==> src/rtl/alu_muldiv.sv <==
// Iterative HI/LO multiply/divide unit: WIDTH-cycle shift-add / restoring divide plus a sign-fix cycle.
// Divider datapath is built only when ALU_MULDIV_DIV_EN is defined; otherwise DIV/DIVU report op_err.
module alu_muldiv #(
  parameter int WIDTH = 32
) (
  input  logic             clk,
  input  logic             rst_n,
  input  logic             start,
  input  logic [2:0]       op,
  input  logic [WIDTH-1:0] A,
  input  logic [WIDTH-1:0] B,
  input  logic             flush,
  output logic             busy,
  output logic             done,
  output logic             div_zero,
  output logic             op_err,
  output logic [WIDTH-1:0] hi,
  output logic [WIDTH-1:0] lo
);

  localparam int CW = $clog2(WIDTH);

  localparam logic [1:0] S_IDLE = 2'd0;
  localparam logic [1:0] S_RUN  = 2'd1;
  localparam logic [1:0] S_FIX  = 2'd2;

  localparam logic [2:0] OP_MULT  = 3'b000;
  localparam logic [2:0] OP_MULTU = 3'b001;
  localparam logic [2:0] OP_MTHI  = 3'b100;
  localparam logic [2:0] OP_MTLO  = 3'b101;

  logic [1:0]         r_state;
  logic [CW-1:0]      r_cnt;
  logic [2*WIDTH-1:0] r_acc;
  logic [WIDTH-1:0]   r_b;
  logic               r_neg_q;
  logic               r_done;
  logic               r_dz;
  logic               r_err;
  logic [WIDTH-1:0]   r_hi;
  logic [WIDTH-1:0]   r_lo;

  logic               w_signed;
  logic [WIDTH-1:0]   w_a_abs;
  logic [WIDTH-1:0]   w_b_abs;
  logic               w_is_mul;
  logic               w_div_go;
  logic               w_div_zero;
  logic [WIDTH:0]     w_madd;
  logic [2*WIDTH-1:0] w_mul_next;
  logic [2*WIDTH-1:0] w_step;
  logic [2*WIDTH-1:0] w_fix_mul;
  logic [WIDTH-1:0]   w_fix_hi;
  logic [WIDTH-1:0]   w_fix_lo;

  // MULT/DIV are even opcodes: signed variants; magnitudes are taken at latch time
  assign w_signed = ~op[0];
  assign w_a_abs  = (w_signed && A[WIDTH-1]) ? -A : A;
  assign w_b_abs  = (w_signed && B[WIDTH-1]) ? -B : B;
  assign w_is_mul = (op == OP_MULT) || (op == OP_MULTU);

  // Upper half accumulates; lower half holds the unconsumed multiplier bits
  assign w_madd     = {1'b0, r_acc[2*WIDTH-1:WIDTH]} + (r_acc[0] ? {1'b0, r_b} : '0);
  assign w_mul_next = {w_madd, r_acc[WIDTH-1:1]};
  assign w_fix_mul  = r_neg_q ? -r_acc : r_acc;

`ifdef ALU_MULDIV_DIV_EN
  logic               r_is_div;
  logic               r_neg_r;
  logic [WIDTH:0]     w_dshift;
  logic [WIDTH:0]     w_ddiff;
  logic [2*WIDTH-1:0] w_div_next;

  assign w_div_go   = (op[2:1] == 2'b01) && (B != '0);
  assign w_div_zero = (op[2:1] == 2'b01) && (B == '0);
  // Upper half is the partial remainder; quotient bits enter at the LSB
  assign w_dshift   = {r_acc[2*WIDTH-1:WIDTH], r_acc[WIDTH-1]};
  assign w_ddiff    = w_dshift - {1'b0, r_b};
  assign w_div_next = w_ddiff[WIDTH] ? {w_dshift[WIDTH-1:0], r_acc[WIDTH-2:0], 1'b0}
                                     : {w_ddiff[WIDTH-1:0],  r_acc[WIDTH-2:0], 1'b1};
  assign w_step     = r_is_div ? w_div_next : w_mul_next;

  always_comb begin
    w_fix_hi = w_fix_mul[2*WIDTH-1:WIDTH];
    w_fix_lo = w_fix_mul[WIDTH-1:0];
    if (r_is_div) begin
      w_fix_lo = r_neg_q ? -r_acc[WIDTH-1:0] : r_acc[WIDTH-1:0];
      w_fix_hi = r_neg_r ? -r_acc[2*WIDTH-1:WIDTH] : r_acc[2*WIDTH-1:WIDTH];
    end
  end

  always_ff @(posedge clk or negedge rst_n) begin
    if (!rst_n) begin
      r_is_div <= 1'b0;
      r_neg_r  <= 1'b0;
    end else if (r_state == S_IDLE && start) begin
      r_is_div <= w_div_go;
      r_neg_r  <= w_signed && A[WIDTH-1];
    end
  end
`else
  assign w_div_go   = 1'b0;
  assign w_div_zero = 1'b0;
  assign w_step     = w_mul_next;
  assign w_fix_hi   = w_fix_mul[2*WIDTH-1:WIDTH];
  assign w_fix_lo   = w_fix_mul[WIDTH-1:0];
`endif

  always_ff @(posedge clk or negedge rst_n) begin
    if (!rst_n) begin
      r_state <= S_IDLE;
      r_cnt   <= '0;
      r_acc   <= '0;
      r_b     <= '0;
      r_neg_q <= 1'b0;
      r_done  <= 1'b0;
      r_dz    <= 1'b0;
      r_err   <= 1'b0;
      r_hi    <= '0;
      r_lo    <= '0;
    end else begin
      r_done <= 1'b0;
      r_dz   <= 1'b0;
      r_err  <= 1'b0;
      case (r_state)
        S_IDLE: begin
          if (start) begin
            if (w_is_mul || w_div_go) begin
              r_acc   <= {{WIDTH{1'b0}}, w_a_abs};
              r_b     <= w_b_abs;
              r_neg_q <= w_signed && (A[WIDTH-1] ^ B[WIDTH-1]);
              r_cnt   <= CW'(WIDTH - 1);
              r_state <= S_RUN;
            end else if (w_div_zero) begin
              r_done <= 1'b1;
              r_dz   <= 1'b1;
            end else if (op == OP_MTHI) begin
              r_hi   <= A;
              r_done <= 1'b1;
            end else if (op == OP_MTLO) begin
              r_lo   <= A;
              r_done <= 1'b1;
            end else begin
              r_done <= 1'b1;
              r_err  <= 1'b1;
            end
          end
        end
        S_RUN: begin
          if (flush) begin
            r_state <= S_IDLE;
            r_cnt   <= '0;
          end else begin
            r_acc <= w_step;
            if (r_cnt == '0) r_state <= S_FIX;
            else             r_cnt   <= r_cnt - 1'b1;
          end
        end
        S_FIX: begin
          r_state <= S_IDLE;
          if (!flush) begin
            r_hi   <= w_fix_hi;
            r_lo   <= w_fix_lo;
            r_done <= 1'b1;
          end
        end
        default: r_state <= S_IDLE;
      endcase
    end
  end

  assign busy     = (r_state != S_IDLE);
  assign done     = r_done;
  assign div_zero = r_dz;
  assign op_err   = r_err;
  assign hi       = r_hi;
  assign lo       = r_lo;

endmodule

==> config.mk <==
export PLATFORM = sky130hd
export DESIGN_NAME = alu_muldiv
export DESIGN_NICKNAME = d
export VERILOG_FILES = /design/src/rtl/alu_muldiv.sv
export SDC_FILE = /design/constraint.sdc
export NUM_CORES = 1
export LEC_CHECK = 0
export ABC_AREA = 0
export CORE_ASPECT_RATIO = 0.5
export CORE_MARGIN = 2
export CORE_UTILIZATION = 55
export DETAILED_ROUTE_END_ITERATION = 10
export DONT_BUFFER_PORTS = 1
export HOLD_SLACK_MARGIN = 0.15
export PLACE_DENSITY = 0.84
export SETUP_SLACK_MARGIN = 0.05
export SLEW_MARGIN = 20
export SYNTH_ARGS = -nofsm -noshare
export SYNTH_HDL_FRONTEND = slang
export SYNTH_SLANG_ARGS = --single-unit
export TNS_END_PERCENT = 100
==> constraint.sdc <==
create_clock -name clk -period 3.1 [get_ports clk]
set_input_delay 0.155 -clock clk [delete_from_list [all_inputs] [get_ports clk]]
set_output_delay 0.155 -clock clk [all_outputs]
set_load 0.03 [all_outputs]
==> metrics.cfg <==
[run_status]
status=finished, violations left
failed_checks=negative hold slack

[final_layout]
final_util=0.654
area_delta_synth_final_pct=15.7
drive_gt1_frac=0.0746
mostFrequentLayoutCell=nand2_1
nets=1598
layout_common_cells=nand2_1, dfrtp_1, o21ai_0
fillerInstances=1648
final_cells=1776

[pwr]
p_total_w=0.00949
p_leak_nw=5.62
powerDensity_nw_per_um2=701
vdd_drop_max_mv=0.416

[routing]
ant_nets=0
viasPerCell=6.44
dr.pass1.iters=6
avgRoutedWirePerCell_um=21.2
wl_um=37600
vias=11400
drc=0
drt_iter0_markers=1389

[critical_path]
critical_path.top_delay_family=compound AO/OA/AOI/OAI gates
crit_type=reg -> reg
timing.rr.start=r_acc[0]$_DFFE_PN0P_
crit_top_cell=a31oi_1
critical_path.max_fanout=11
cp.arrival_ns=3.35
crit_chain=and2_1 -> ha_1 -> inv_1 -> fa_1 -> nand2b_1 -> a21oi_2 -> a31oi_1 -> o21ai_1 -> a31oi_1 -> o41ai_1 -> a22o_1
rr_endpoint=r_acc[63]$_DFFE_PN0P_
r2r_slack_ns=0.14
crit_required_ns=3.49
path_buf_inv=1
max_stage_delay_ns=0.49
r2r_cells=11
cp-start-kind=register
worstSetupEndpointType=register
cp_slowest_cell=dfrtp_2

[clock_tree]
clk_latency_ns=0.45
ctsLongestPathBuffers=2
hold_buffers=84
root_buffer=clkbuf_16
cts_buffers=17
cts_sinks=170
cts_tree=yes
clk_pin_slew_ns=0.08
htree_levels=4

[placed_design]
post-dp-hpwl_um=25500
port_buffers=0
gp_congestion=0.949
dp.cells=1658

[timing]
relSlewSlack=0.382
fmax_mhz=338
whs_ns=-0.600
slew_viol_final=0
period_minus_slack_ns=2.96
rsz0062_at_grt=yes
hold_viol=170
timing.final.crit_share=0.955
setup-tns-final_ns=0
worst_pin_slew_ns=0.925
skew_ns=0.0116
setup_violations=0

[synth]
ys_warn_count=0
synth_cell_types=67
ys_seq_area_frac=0.364
async_flop_share=1.00
synth_area_per_cell_um2=8.13
syn_nets=1548
ys_ff_latch=170
synth_edf_count=0
synth_cells=1439
synth_area_um2=11700
synthFlopType=dfrtp_1

[floorplanning]
start_util=0.565
ios=139
fp.dieArea_um2=22500
die_h_um=107
rows=37
die-width_um=210
core_um2=20700

[global_route]
grt_pass1_vias=11200
antenna_found_initial=2
grt_start_max_net_pins=171
grt_usage=0.343
overflow=0
grt_pass1_wl_um=60700

[min_path]
hold_path_class=in -> async

[run]
max_cap_viol_count=0

## timing repair
item | in CTS | in global routing
endpoints found under the setup margin | 3 | 7
gates resized for setup | 1 | 7
cloned | 0 | 0
hold endpoints to repair | 309 | 170
setup buffers | 0 | 1
## how the worst max path moves through the flow
stage	start	to	slack, ns	cells after the start
global placement	r_acc[0]$_DFFE_PN0P_	r_acc[60]$_DFFE_PN0P_	0.12	11
global route	r_acc[0]$_DFFE_PN0P_	r_acc[61]$_DFFE_PN0P_	0.02	11
CTS	r_acc[0]$_DFFE_PN0P_	r_acc[60]$_DFFE_PN0P_	0.11	11
detailed placement	r_acc[0]$_DFFE_PN0P_	r_acc[60]$_DFFE_PN0P_	0.05	11
floorplan	r_acc[0]$_DFFE_PN0P_	r_acc[59]$_DFFE_PN0P_	0.11	13
finish	r_acc[0]$_DFFE_PN0P_	r_acc[63]$_DFFE_PN0P_	0.14	11
## cell families after synthesis
logic type | after synthesis | share of synthesized area
compound gates | 443 | 0.229
xor+xnor | 145 | 0.109
fa+ha+maj | 38 | 0.0413
buf+inv | 113 | 0.0370
flops | 170 | 0.364
mux | 17 | 0.0151
other cells | 1 | 0.000321
simple gates | 512 | 0.205
## metal layers
| metal | vias up | share of wire | routed length, µm | GRT usage |
|---|---|---|---|---|
| met5 | - | 0 | 0 | 0 |
| met4 | 0 | 0.027 | 1030 | 0.122 |
| met3 | 118 | 0.10 | 3910 | 0.0785 |
| met2 | 712 | 0.44 | 16500 | 0.534 |
| met1 | 5408 | 0.43 | 16200 | 0.473 |
| li1 | 5192 | - | - | - |
## state kept, by name, indices dropped and copies added (netlist names)
signal   flops
r_b         32
done         1
r_acc       64
r_neg_q      1
r_cnt        5
lo          32
r_state      2
hi          32
op_err       1
## power breakdown
group | internal (W) | switching [W]
clock | 0.00134 | 0.00101
combinational | 0.00133 | 0.00188
sequential | 0.00276 | 0.00117
## stage by stage
step / cell area (µm²) / setup slack (ns)
global route: 13500 / 0.0206
CTS: 13500 / 0.108
global placement: 12000 / 0.123
floorplan: 11700 / 0.109
finish: 13500 / 0.138
detailed placement: 12000 / 0.0544
## synth_stat cells, drive strengths merged (25+ instances only)
cell type | count | area, µm²
dfrtp | 170 | 4250
and2 | 38 | 238
clkbuf | 79 | 298
xnor2 | 60 | 526
o21ai | 178 | 891
nand2 | 204 | 768
o31ai | 48 | 370
inv | 25 | 93.8
xor2 | 85 | 744
ha | 37 | 463
nor2 | 137 | 519
a21oi | 120 | 601
nor3 | 29 | 155
## area by class of cell
class | count | area [µm²] | area share
multi-input cells | 1156 | 7070 | 0.523
flip-flops and latches | 170 | 4260 | 0.315
repair buffers | 119 | 1130 | 0.0834
clock buffers | 19 | 453 | 0.0335
well taps | 273 | 342 | 0.0252
clock inverters | 13 | 183 | 0.0135
inverters | 25 | 93.8 | 0.00694
diodes | 1 | 2.50 | 0.000185
No activity file was read; power rests on OpenSTA's default activity.
